===== src/rtl/alarm_sequencer.sv =====
// Alarm sequencer for the digital alarm clock.
// It detects the rising edge of the time==alarm match, runs the ring / snooze / stop
// sequence, and drives the buzzer. All outputs are registered.
module alarm_sequencer #(
    parameter int RING_SEC   = 60,
    parameter int SNOOZE_MIN = 5,
    parameter int MAX_SNOOZE = 3
) (
    input  logic       clk,
    input  logic       rst,
    input  logic       sec_tick,
    input  logic [4:0] cur_hours,
    input  logic [5:0] cur_minutes,
    input  logic [4:0] alm_hours,
    input  logic [5:0] alm_minutes,
    input  logic       alarm_en,
    input  logic       snooze_btn,
    input  logic       stop_btn,
    output logic [1:0] state,
    output logic       ringing,
    output logic       buzzer,
    output logic [3:0] snooze_cnt,
    output logic       missed
);

    // state      | meaning
    // S_DISABLED | alarm function off, everything cleared
    // S_ARMED    | waiting for the rising edge of the time match
    // S_RINGING  | buzzer beeping at 1 Hz, ring timer running
    // S_SNOOZED  | silent, snooze timer running, returns to ringing on expiry
    localparam logic [1:0] S_DISABLED = 2'd0;
    localparam logic [1:0] S_ARMED    = 2'd1;
    localparam logic [1:0] S_RINGING  = 2'd2;
    localparam logic [1:0] S_SNOOZED  = 2'd3;

    localparam int SNOOZE_SEC = SNOOZE_MIN * 60;
    localparam int TIMER_MAX  = (RING_SEC > SNOOZE_SEC) ? RING_SEC : SNOOZE_SEC;
    localparam int TW         = $clog2(TIMER_MAX + 1);

    localparam logic [TW-1:0] RING_LAST   = TW'(RING_SEC - 1);
    localparam logic [TW-1:0] SNOOZE_LAST = TW'(SNOOZE_SEC - 1);
    localparam logic [3:0]    SNOOZE_LIM  = 4'(MAX_SNOOZE);

    logic          match;
    logic          match_q;
    logic          trigger;
    logic [TW-1:0] timer;

    logic [1:0]    state_nx;
    logic [TW-1:0] timer_nx;
    logic          buzzer_nx;
    logic [3:0]    snooze_cnt_nx;
    logic          missed_nx;

    assign match   = (cur_hours == alm_hours) && (cur_minutes == alm_minutes);
    // Only the first cycle of a match triggers; a match that persists after stop,
    // or that was already present when enabling, is therefore ignored.
    assign trigger = match & ~match_q;

    // Delayed match, updated every cycle regardless of state.
    always_ff @(posedge clk or posedge rst) begin
        if (rst) begin
            match_q <= 1'b0;
        end else begin
            match_q <= match;
        end
    end

    // Next-state and datapath decode; alarm_en=0 overrides everything at the end.
    always_comb begin
        state_nx      = state;
        timer_nx      = timer;
        buzzer_nx     = buzzer;
        snooze_cnt_nx = snooze_cnt;
        missed_nx     = 1'b0;

        case (state)
            S_DISABLED: begin
                timer_nx  = '0;
                buzzer_nx = 1'b0;
                if (alarm_en) begin
                    state_nx = S_ARMED;
                end
            end
            S_ARMED: begin
                if (trigger) begin
                    state_nx      = S_RINGING;
                    timer_nx      = '0;
                    buzzer_nx     = 1'b1;
                    snooze_cnt_nx = 4'd0;
                end
            end
            S_RINGING: begin
                if (stop_btn) begin
                    state_nx  = S_ARMED;
                    timer_nx  = '0;
                    buzzer_nx = 1'b0;
                end else if (snooze_btn && (snooze_cnt < SNOOZE_LIM)) begin
                    state_nx      = S_SNOOZED;
                    timer_nx      = '0;
                    buzzer_nx     = 1'b0;
                    snooze_cnt_nx = snooze_cnt + 4'd1;
                end else if (sec_tick) begin
                    if (timer == RING_LAST) begin
                        state_nx  = S_ARMED;
                        timer_nx  = '0;
                        buzzer_nx = 1'b0;
                        missed_nx = 1'b1;
                    end else begin
                        timer_nx  = timer + 1'b1;
                        buzzer_nx = ~buzzer;
                    end
                end
            end
            S_SNOOZED: begin
                if (stop_btn) begin
                    state_nx  = S_ARMED;
                    timer_nx  = '0;
                    buzzer_nx = 1'b0;
                end else if (sec_tick) begin
                    if (timer == SNOOZE_LAST) begin
                        state_nx  = S_RINGING;
                        timer_nx  = '0;
                        buzzer_nx = 1'b1;
                    end else begin
                        timer_nx = timer + 1'b1;
                    end
                end
            end
            default: begin
                state_nx = S_DISABLED;
            end
        endcase

        if (!alarm_en) begin
            state_nx      = S_DISABLED;
            timer_nx      = '0;
            buzzer_nx     = 1'b0;
            snooze_cnt_nx = 4'd0;
            missed_nx     = 1'b0;
        end
    end

    // Registered state and outputs.
    always_ff @(posedge clk or posedge rst) begin
        if (rst) begin
            state      <= S_DISABLED;
            timer      <= '0;
            buzzer     <= 1'b0;
            ringing    <= 1'b0;
            snooze_cnt <= 4'd0;
            missed     <= 1'b0;
        end else begin
            state      <= state_nx;
            timer      <= timer_nx;
            buzzer     <= buzzer_nx;
            ringing    <= (state_nx == S_RINGING);
            snooze_cnt <= snooze_cnt_nx;
            missed     <= missed_nx;
        end
    end

endmodule

===== config.mk =====
export PLATFORM = sky130hd
export DESIGN_NAME = alarm_sequencer
export DESIGN_NICKNAME = d
export VERILOG_FILES = /design/src/rtl/alarm_sequencer.sv
export SDC_FILE = /design/constraint.sdc
export NUM_CORES = 1
export LEC_CHECK = 0
export ABC_CLOCK_PERIOD_IN_PS = 2490
export CORE_ASPECT_RATIO = 0.7
export CORE_MARGIN = 4
export CORE_UTILIZATION = 46
export DETAILED_ROUTE_END_ITERATION = 7
export GPL_TIMING_DRIVEN = 0
export HOLD_SLACK_MARGIN = 0.08
export PLACE_DENSITY_LB_ADDON = 0.2
export SKIP_LAST_GASP = 1
export SYNTH_ARGS = -nofsm -noshare
export SYNTH_HDL_FRONTEND = slang
export SYNTH_SLANG_ARGS = --single-unit

===== constraint.sdc =====
create_clock -name clk -period 2.49 [get_ports clk]
set_input_delay 0.249 -clock clk [delete_from_list [all_inputs] [get_ports clk]]
set_output_delay 0.249 -clock clk [all_outputs]
set_load 0.03 [all_outputs]

==> flow_summary.yaml <==
yosys:
  synth-edff-count: 0
  synth.top_cells.by_count: "dfrtp_1 (19), a31oi_1 (12), xnor2_1 (11)"
  syn_nets: 156
  synth_cell_types: 38
  synth-async-reset-ratio_pct: 100
  synthesis.area_mm2: 0.00123
  synth_area_leader_cell: "dfrtp_1"
  synth_compound_area_share_pct: 15.5
  synth_flop_cell: "dfrtp_1"
  syn_area_per_cell_um2: 9.77
  synth.area.mux_share_pct: 3.25
  synth_top_family_by_area: "simple AND/OR/NAND/NOR gates"
  synth_seq_area_share_pct: 38.6
  synth-xor-area-share_pct: 7.83
  synthSimpleGateAreaFrac_pct: 29.9
  synthCells: 126
  yosysMostFrequentCell: "dfrtp_1"
  synth_area_leaders: "dfrtp_1 (39%), xnor2_1 (7.8%), a31oi_1 (6.1%)"
  yosysTopAreaCellShare_pct: 38.6
  synth_seq_cells: 19
  synth_fa_ha_area_share_pct: 2.03
  yosys_warnings: 0
pwr:
  seqPwrFrac_pct: 49.3
  finalPower_mw: 0.631
  leakage_nw: 0.670
  vdd_drop_max_v: 0.000352
  cellPowerDensity_mw_per_mm2: 378
  clkPwrFrac_pct: 33.8
  power_frac_comb_pct: 16.8
  internal_power_mw: 0.486
  p_sw_share_pct: 23.0
  p_switching_mw: 0.145
outcome:
  status: "finished, final reports clean"
drt:
  finalWirelength_um: 2980
  viasPerCell: 5.66
  routedWlPerCell_um: 15.0
  first_pass_iters: 4
  ant_nets: 0
  drc_errors: 0
  via_count: 1127
  drt_iter0_drc: 58
sta:
  fmax_mhz: 457
  worst_hold_slack_ns: 0.321
  timing.final.ws_setup_ns: 0.302
  period_needed_ns: 2.19
  setup_tns_ns: 0
  slew_headroom_pct: 50.5
  setup_viol: 0
  slew_viol_final: 0
  timing.final.crit_share_pct: 87.9
  finalClockSkew_ns: 0.00267
  rsz0062_at_grt: "no"
  worstMarginPinSlew_ns: 0.742
  finalHoldViolCount: 0
cells_and_area:
  fin_nets: 196
  area_growth_syn_to_layout_pct: 35.6
  multi_input_area_um2: 721
  drive_gt1_share_pct: 10.9
  diodes: 0
  fill_cells: 208
  final_cells: 199
  ff_latch_area_um2: 475
floorplanning:
  core_area_mm2: 0.00251
  die_y_um: 51.3
  die_area_mm2: 0.00358
  start_util_pct: 49.0
  rows: 15
  ios: 37
  die_x_um: 69.8
placed_design:
  dp_hpwl_um: 2400
  dp_cells: 195
  gp_congestion: 0.832
  dp_slack_ns: 0.247
  portBuffers: 35
flow_run:
  maxCapViolCount: 0
worst_setup_path:
  path_max_fanout: 8
  worst-r2r-cell-count: 6
  critPathKind: "flip-flop to flip-flop"
  required_ns: 2.67
  worst_setup_path_end_kind: "flip-flop"
  critPathLaunchType: "flip-flop"
  critical_path_arrival_ns: 2.37
clock_network:
  htreeDepth: 1
  clockBufferDepth: 2
  clock_sinks: 19
  cts-root-buf: "clkbuf_8"
  cts-resized-gates: 0
  clk_pin_slew_ns: 0.07
  cts_hold_buf: 0
  clkLatencyLatePin_ns: 0.26
  cts_tree: "yes"
  cts_setup_buffers: 0
  cts_made_buffers: 3
global_routing:
  antenna_found_initial: 0
  grt_pass1_wl_um: 4940
  first_global_vias: 1050
  grt-ovfl-total: 0
  grtUsageTotal_pct: 17.7
  grt_max_degree: 20
min_path:
  hold_depth: 3
  hold_class: "primary input to flip-flop"
-- sequential cells by signal, indices dropped and copies added (netlist names) --
register / cells
timer: 9
snooze_cnt: 4
state: 2
buzzer: 1
match_q: 1
missed: 1
ringing: 1
-- cells in the final DEF, fill, tap and decap left out, types with 2 or more instances in the layout --
| cell | synthesis | final |
|---|---|---|
| clkdlybuf4s50_1 | 0 | 35 |
| dfrtp_1 | 19 | 19 |
| a31oi_1 | 12 | 12 |
| xnor2_1 | 11 | 11 |
| nand2_1 | 9 | 9 |
| and3_1 | 7 | 7 |
| nand2b_1 | 7 | 7 |
| nor2_1 | 6 | 6 |
| buf_2 | 4 | 4 |
| inv_1 | 4 | 4 |
| nand3_1 | 4 | 4 |
| nor2b_1 | 3 | 3 |
| nor3_1 | 3 | 3 |
| clkbuf_8 | 0 | 3 |
| nand4_1 | 2 | 2 |
| mux2_4 | 2 | 2 |
| or3_1 | 2 | 2 |
| nor4_2 | 2 | 2 |
| o21ai_1 | 2 | 2 |
| nor4b_1 | 2 | 2 |
| o22ai_1 | 2 | 2 |
| a211oi_1 | 2 | 2 |
| o21ai_0 | 2 | 2 |
| and2_1 | 2 | 2 |
| ha_1 | 2 | 2 |
-- critical path: stages (launching register included) --
cell     delay [ns]
dfrtp_1        0.41
ha_1           0.23
or4b_4         0.59
nor2_1         0.14
nor3_1         0.12
o21ai_2        0.37
mux2i_1        0.25
-- stage by stage --
step	area (um2)	util [%]
finish	1670	66.4
global placement	1620	64.6
floorplan	1230	-
detailed placement	1620	64.6
global route	1670	66.4
CTS	1670	66.4
-- power groups by stage --
| stage | registers [mW] | logic (mW) | clock network [mW] |
|---|---|---|---|
| detailed placement | 0.317 | 0.107 | 0 |
| finish | 0.312 | 0.106 | 0.214 |
| global placement | 0.317 | 0.104 | 0 |
| CTS | 0.311 | 0.107 | 0.218 |
| global route | 0.311 | 0.115 | 0.234 |
| floorplan | 0.320 | 0.0465 | 0 |
-- per-layer routing --
metal | global-route usage, % | vias to the layer above | part of all wire [%]
met2 | 29.3 | 33 | 47
met3 | 5.30 | 4 | 5.4
met5 | 0 | - | 0
li1 | - | 553 | -
met4 | 2.87 | 0 | 0.50
met1 | 23.3 | 537 | 47
-- cells by family (layout without fill, tap and decap cells) --
kind of cell	after synthesis	count (layout)
buffers and inverters	8	47
AOI/OAI and AO/OA	27	27
adders and majority gates	2	2
muxes	3	3
and+or+nand+nor	56	56
DFF	19	19
xor gates and xnor gates	11	11
-- worst paths after layout --
check	from	end	slack, ns
worst max-delay path	snooze_cnt[0]	timer[1]	0.30
worst min-delay path	alarm_en	timer[4]	0.32
worst max register to register	snooze_cnt[0]	timer[1]	0.30
worst min register to register	timer[6]	timer[6]	0.53
max in group asynchronous	rst	state[1]	1.60
min in group asynchronous	rst	timer[3]	0.42
-- final cells by class --
type                            count  share of cell area (%)
Sequential cell                    19                    28.5
Timing Repair Buffer               35                    21.0
Buffer                              4                    1.20
Clock buffer                        4                    2.70
Multi-Input combinational cell     99                    43.2
Tap cell                           34                    2.55
Inverter                            4                   0.900
(Power assumes the default switching activity.)
